===== src/rtl/divider_seq.sv =====
`default_nettype none
// ============================================================================
//  Module      : divider_seq
//  Description : Sequential unsigned restoring divider, N-bit. One quotient
//                bit per clock via shift-and-subtract. Start/Done handshake,
//                Busy while iterating. Division by zero completes at once
//                with an all-ones quotient, the dividend as remainder and
//                the DivByZero flag set.
//  Revision    : 1.0 - initial release
// ============================================================================
module divider_seq #(
   parameter int N = 8
) (
   input  logic         Clock,
   input  logic         Reset,
   input  logic         Start,
   input  logic [N-1:0] A,
   input  logic [N-1:0] B,
   output logic         Busy,
   output logic         Done,
   output logic [N-1:0] Quotient,
   output logic [N-1:0] Remainder,
   output logic         DivByZero
);

   // Iteration counter only needs to reach N-1; the Nth RUN edge completes.
   localparam int                 c_CNT_W = (N > 2) ? $clog2(N) : 1;
   localparam logic [c_CNT_W-1:0] c_LAST  = c_CNT_W'(N - 1);
   localparam logic [c_CNT_W-1:0] c_ONE   = c_CNT_W'(1);

   typedef enum logic [1:0] {
      S_IDLE = 2'd0,
      S_RUN  = 2'd1,
      S_FIN  = 2'd2
   } state_t;

   state_t             r_state;
   logic [N-1:0]       r_q;      // dividend shifting out, quotient shifting in
   logic [N-1:0]       r_div;    // divisor latched at acceptance
   logic [N-1:0]       r_p;      // partial remainder
   logic [c_CNT_W-1:0] r_cnt;

   // The partial remainder is conceptually N+1 bits wide, but after each
   // restore it is strictly below the divisor, so its top bit is always
   // zero between iterations. Only the shifted value needs the extra bit.
   logic [N:0]         w_shift;
   logic [N:0]         w_trial;
   logic               w_fits;
   logic [N-1:0]       w_p_next;
   logic [N-1:0]       w_q_next;

   // One restoring iteration: shift {P,Q} left, trial-subtract the divisor.
   always_comb begin
      w_shift  = {r_p, r_q[N-1]};
      w_trial  = w_shift - {1'b0, r_div};
      w_fits   = ~w_trial[N];
      w_p_next = w_fits ? w_trial[N-1:0] : w_shift[N-1:0];
      w_q_next = {r_q[N-2:0], w_fits};
   end

   // Control FSM, datapath registers and registered outputs.
   always_ff @(posedge Clock or posedge Reset) begin
      if (Reset) begin
         r_state   <= S_IDLE;
         r_q       <= '0;
         r_div     <= '0;
         r_p       <= '0;
         r_cnt     <= '0;
         Busy      <= 1'b0;
         Done      <= 1'b0;
         Quotient  <= '0;
         Remainder <= '0;
         DivByZero <= 1'b0;
      end else begin
         Done <= 1'b0;
         case (r_state)
            S_RUN: begin
               // Start is ignored here; operands stay as latched.
               r_p   <= w_p_next;
               r_q   <= w_q_next;
               r_cnt <= r_cnt + c_ONE;
               if (r_cnt == c_LAST) begin
                  Quotient  <= w_q_next;
                  Remainder <= w_p_next;
                  DivByZero <= 1'b0;
                  Busy      <= 1'b0;
                  Done      <= 1'b1;
                  r_state   <= S_FIN;
               end
            end
            S_IDLE, S_FIN: begin
               // FIN accepts exactly like IDLE so operations can run back-to-back.
               if (Start) begin
                  r_q   <= A;
                  r_div <= B;
                  r_p   <= '0;
                  r_cnt <= '0;
                  if (B != '0) begin
                     Busy    <= 1'b1;
                     r_state <= S_RUN;
                  end else begin
                     Quotient  <= '1;
                     Remainder <= A;
                     DivByZero <= 1'b1;
                     Done      <= 1'b1;
                     r_state   <= S_FIN;
                  end
               end else begin
                  r_state <= S_IDLE;
               end
            end
            default: begin
               r_state <= S_IDLE;
            end
         endcase
      end
   end

endmodule
`default_nettype wire


===== config.mk =====
export PLATFORM = sky130hd
export DESIGN_NAME = divider_seq
export DESIGN_NICKNAME = d
export VERILOG_FILES = /design/src/rtl/divider_seq.sv
export SDC_FILE = /design/constraint.sdc
export NUM_CORES = 1
export LEC_CHECK = 0
export CORE_AREA = 2 2 95 97
export CTS_BUF_LIST = sky130_fd_sc_hd__clkbuf_16
export DETAILED_ROUTE_END_ITERATION = 10
export DIE_AREA = 0 0 97 99
export MAX_ROUTING_LAYER = met4
export PLACE_DENSITY = 0.61
export SLEW_MARGIN = 20
export SYNTH_ARGS = -nofsm -noshare
export SYNTH_HDL_FRONTEND = slang
export SYNTH_SLANG_ARGS = --single-unit

===== constraint.sdc =====
create_clock -name Clock -period 2.2 [get_ports Clock]
set_input_delay 0.22 -clock Clock [delete_from_list [all_inputs] [get_ports Clock]]
set_output_delay 0.22 -clock Clock [all_outputs]
set_load 0.03 [all_outputs]

## After elaboration in Yosys (flattened, before gate mapping)

Cells that the tools add are included.

| operators by class | value |
|---|---|
| $add $sub $neg | 2 |
| mux-type cells | 30 |
| eq/ne operators | 7 |
| bitwise operators | 1 |
| reduce and logical (&&, ||, !) cells | 8 |

Operator list:

| cell | count |
|---|---|
| 2-to-1 mux 8 bit | 9 |
| case mux 8 bit (2 select lines) | 4 |
| subtractor 9 x 8 -> 9 bit | 1 |
| 2-to-1 mux 1 bit | 8 |
| != test 2 bit, second input constant | 4 |
| AND reduction 4 bit | 2 |
| nonzero test 8 bit | 1 |
| 2-to-1 mux 2 bit | 3 |
| case mux 1 bit (2 select lines) | 3 |
| case mux 3 bit (2 select lines) | 1 |
| case mux 2 bit (2 select lines) | 1 |
| AND reduction 2 bit | 2 |
| adder 3 x 1 -> 3 bit, second input constant | 1 |
| == test 3 bit, second input constant | 1 |
| 2-to-1 mux 3 bit | 1 |
| == test 2 x 1 -> 1 bit, second input constant | 1 |
| == test 2 bit, second input constant | 1 |
| logical NOT 2 bit | 1 |
| nonzero test 2 bit | 1 |
| OR reduction 2 bit | 1 |
| NOT 1 bit | 1 |

| word-level totals | value |
|---|---|
| bits in registers | 48 |
| bits of input ports | 19 |
| output and inout bits | 19 |
| logic and storage cells | 58 |

## Longest topological paths before layout

| logic depth | value |
|---|---|
| depth after elaboration | 4 |
| gate-level depth with buffers | 11 |

## Least setup slack after synthesis

OpenSTA, ideal clock, no wires.

| timing path | value |
|---|---|
| kind | reg2reg |
| from | reg r_q[7] |
| to | reg Remainder[1] |
| period minus slack after synthesis | 2.158 ns |
| buffers on the path | 1 |
| slack | 0.042 ns |
| library setup time | 0.140 ns |
| required time | 2.060 ns |
| stages on the path, launching flop included | 12 |
| arrival time | 2.018 ns |
| path through | dfrtp_1 -> inv_1 -> ha_1 -> inv_1 -> fa_1 -> nand3_1 -> nand2_2 -> a21oi_2 -> xnor2_2 -> buf_6 -> mux2i_1 -> o221ai_1 |

| on the way | value |
|---|---|
| longest elaborated chain between the ends | 4 |

RTL lines:

| what | line | source |
|---|---|---|
| start: declaration | 38 | `logic [N-1:0] r_q;` |
| start signal: assignment | 80 | `r_q <= w_q_next;` |
| subtractor 9 x 8 -> 9 bit | 55 | `w_trial = w_shift - {1'b0, r_div};` |
| 2-to-1 mux 8 bit | 57 | `w_p_next = w_fits ? w_trial[N-1:0] : w_shift[N-1:0];` |
| 2-to-1 mux 8 bit | 82 | `if (r_cnt == c_LAST) begin` |
| case mux 8 bit (2 select lines) | 76 | `case (r_state)` |
| end signal: assignment | 84 | `Remainder <= w_p_next;` |
| end: declaration | 22 | `output logic [N-1:0] Remainder,` |

No other way between the ends. The select of a mux whose other input is x is not followed.
A chain may end at the register's enable or synchronous reset.

## Final worst setup path

| timing path | value |
|---|---|
| from | reg r_q[7] |
| to | reg Remainder[0] |

| on the way | value |
|---|---|
| longest elaborated chain between the ends | 4 |

RTL lines:

| what | line |
|---|---|
| subtractor 9 x 8 -> 9 bit | 55 |
| 2-to-1 mux 8 bit * | 57 |
| 2-to-1 mux 8 bit * | 82 |
| case mux 8 bit (2 select lines) * | 76 |

Mark *: on every way between the ends. The rest lies on a longest branch, timed or not. The select of a mux whose other input is x is not followed.

==> reports/qor_table.md <==
| Item | Value |
| --- | --- |
| Antenna violations before repair | 0 |
| HPWL Detailed | 4419 um |
| Time the final worst path needs with I/O delays and setup | 2.221 ns |
| Final instance area | 3386 um2 |
| Critical Path Source Type | flop |
| Data arrival time at the worst-slack endpoint | 2.39 ns |
| Aggregate global-route resource usage | 0.1341 |
| Library cell with the highest instance count after synthesis | dfrtp_1 |
| Area used by multi-input combinational logic | 1260 um2 |
| Drt pass-1 iters | 4 |
| Post-layout nets | 349 |
| Pre-CTS setup slack | -0.1063 ns |
| Achievable Freq | 0.4502 GHz |
| Area growth from synthesis to final layout | 35.16% |
| Number of storage elements in the synthesis netlist | 48 |
| Wirelength, routed | 6159 um |
| Failing checks | negative setup slack |
| Share of cells above drive strength 1 | 0.1813 |
| Max incr delay on CP | 0.39 ns |
| Status | finished, violations left |
| Sequential element share of the synthesized area | 0.4795 |
| Critical-path cell list | inv_2 > ha_4 > inv_2 > fa_2 > nand3_2 > nand2_2 > a21oi_4 > xnor2_4 > mux2i_1 > a221o_1 |
| Worst setup margin | -0.02120 ns |
| Yosys warning total | 0 |
| Cell class contributing the biggest share of worst-path delay | compound AO/OA/AOI/OAI gates |
| Count of unique library cells instantiated by Yosys | 46 |
| Count of input and output buffers | 37 |
| Worst-margin pin slew | 0.9720 ns |
| Highest net fanout along the worst path | 5 |
| Maximum number of buffers from clock root to sink | 2 |
| Total of endpoints with negative setup slack in the final report | 4 |
| Summed instance area of the synthesized netlist | 2505 um2 |
| TritonCTS Sinks | 48 |
| Critical path's slowest cell | dfrtp_1 |
| Effective utilization at floorplan | 0.2929 |
| Top area cells in the synthesized netlist | dfrtp_1 48%, nand2_1 5.1%, ha_1 5.0% |
| WHS | 0.4034 ns |
| Average wire per cell in the routed design | 14.39 um |
| Cell taking the most area after synthesis | dfrtp_1 |
| Num ports | 38 |
| Path type of the worst min-delay path | input port to asynchronous set/reset pin |
| Number of clock buffers inserted by TritonCTS | 5 |
| Worst-path clk slew | 0.07 ns |
| Number of cells traversed by the worst register-to-register path | 10 |
| Area share of the leading cell type in the synthesized netlist | 0.4795 |
| Source of the worst register-to-register timing path | r_q[7] |
| # DRC | 0 |
| Wire length of the first global-routing pass | 10140 um |
| Register-to-register setup slack | -0.02 ns |
| Endpoint required time on the critical path | 2.37 ns |
| Dominant register cell in the synthesized netlist | dfrtp_1 |
| TritonCTS clock tree | done |
| Count of filler cells inserted in the layout | 823 |
| Die Footprint | 9603 um2 |
| Slew headroom | 0.3496 |
| Most frequent CP cell | inv_2 |
| Mean area per synthesized cell | 9.634 um2 |
| Launch point of the critical path | r_q[7] |
| Clock root cell | clkbuf_16 |
| Vias in the first global route | 2093 |
| Cell types with the highest counts after synthesis | 48 x dfrtp_1, 34 x nand2_1, 22 x nor2_1 |
| Asr flop ratio synth | 1.000 |
| Unrepaired setup endpoints after global routing | true |
| Kind of critical path | flop to flop |
| R2R Path End | Remainder[0] |
| Count of hold-fix buffers inserted at cts | 0 |
| H-tree depth | 2 |
| Final weighted congestion in routability-driven placement | 0.7926 |
| Number of synthesized flops with an enable pin | 0 |
| Clk_lat worst skew | 0.29 ns |
| Width of the die | 97 um |
| Number of vias after detailed routing | 2081 |
| Max cap viols | 0 |
| Largest clock skew in the final design | 0.007260 ns |
| Count of buffering cells on the critical path with inverters included | 2 |
| Tcrit/Tclk final | 1.010 |
| Starting DRT DRC Count | 140 |
| Number of nets with antenna violations after detailed routing | 0 |
| Total core area | 8551 um2 |
| Post-Syn Nets | 290 |
| Max-slew violation total from the final report | 0 |
| Kind of end point of the critical path | flop |
| Storage cell area | 1201 um2 |
| Maximum number of pins on one net before global-route repair | 49 |
| Die Y-Extent | 99 um |
| Row Count | 34 |
| Post-place instance area | 3108 um2 |
| Routed via count divided by cell count | 4.862 |
| Final hold viol count | 0 |
| Mapped Cells | 260 |
| Antenna diode instance count | 0 |
| Overflow left after global routing | 0 |
kinds of logic after synthesis:
family,count (synthesis),share of synthesized area
AND/OR/NAND/NOR,87,0.1618
XOR/XNOR,7,0.02748
flip-flops,48,0.4795
adder cells (fa/ha/maj),11,0.05794
AO/OA/AOI/OAI,63,0.1693
multiplexers,13,0.05295
buffers and inverters,31,0.05095
worst reg2reg max path, stage by stage, from the launching register on:
cell,delay (ns)
dfrtp_1,0.39
inv_2,0.08
ha_4,0.13
inv_2,0.04
fa_2,0.39
nand3_2,0.08
nand2_2,0.08
a21oi_4,0.23
xnor2_4,0.21
mux2i_1,0.15
a221o_1,0.34
layout make-up:
type,instances,area share
timing repair buffer,62,0.1685
sequential,48,0.3548
clock buffer,5,0.03695
multi-input combinational,182,0.3721
inverter,20,0.02217
clock inverter,3,0.005543
tap,108,0.03991
worst max path at each step:
stage,to,cells after the start,slack [ns]
floorplan,Remainder[1],11,0.04
global placement,r_p[7],11,-0.01
detailed placement,Remainder[0],10,-0.11
CTS,Remainder[2],10,-0.003
global route,Remainder[4],11,-0.12
finish,Remainder[0],10,-0.02
layout by cell type, fill, tap and decap left out, types with 5 or more instances in the layout:
master / count
nand2b_1: 9
clkdlybuf4s50_1: 37
clkbuf_16: 5
o21ai_1: 7
a31oi_1: 10
o21ai_0: 14
mux2i_1: 7
buf_4: 24
a22o_1: 5
inv_1: 16
nor2_1: 21
dfrtp_1: 48
nand2_1: 34
ha_1: 9
sequential cells by signal (all words and copies together) (netlist names), 2 cells and up:
signal,flops
Quotient,8
Remainder,8
r_div,8
r_p,8
r_q,8
r_cnt,3
r_state,2
metrics by stage:
stage               std cells  setup TNS [ns]  utilization
floorplan                 260               0            -
global placement          414        -0.02185       0.3635
detailed placement        414         -0.5100       0.3635
CTS                       423       -0.002816       0.3853
global route              428         -0.9182       0.3960
finish                    428        -0.04390       0.3960
per-layer routing:
metal | GRT usage | share of wire | wire length (um)
met1 | 0.1731 | 0.46 | 2826
met2 | 0.2228 | 0.50 | 3074
met3 | 0.02340 | 0.036 | 224
met4 | 0.02925 | 0.0055 | 34
met5 | - | 0 | 0
timing repair:
item	4_1_cts	5_1_grt
resized for setup	4	11
cloned	1	0
setup buffers	0	5
pin swaps	4	9
setup endpoints to repair	8	23
Power is not shown: default switching activity piles up to over one toggle a cycle in this logic, so the estimate is an artifact.
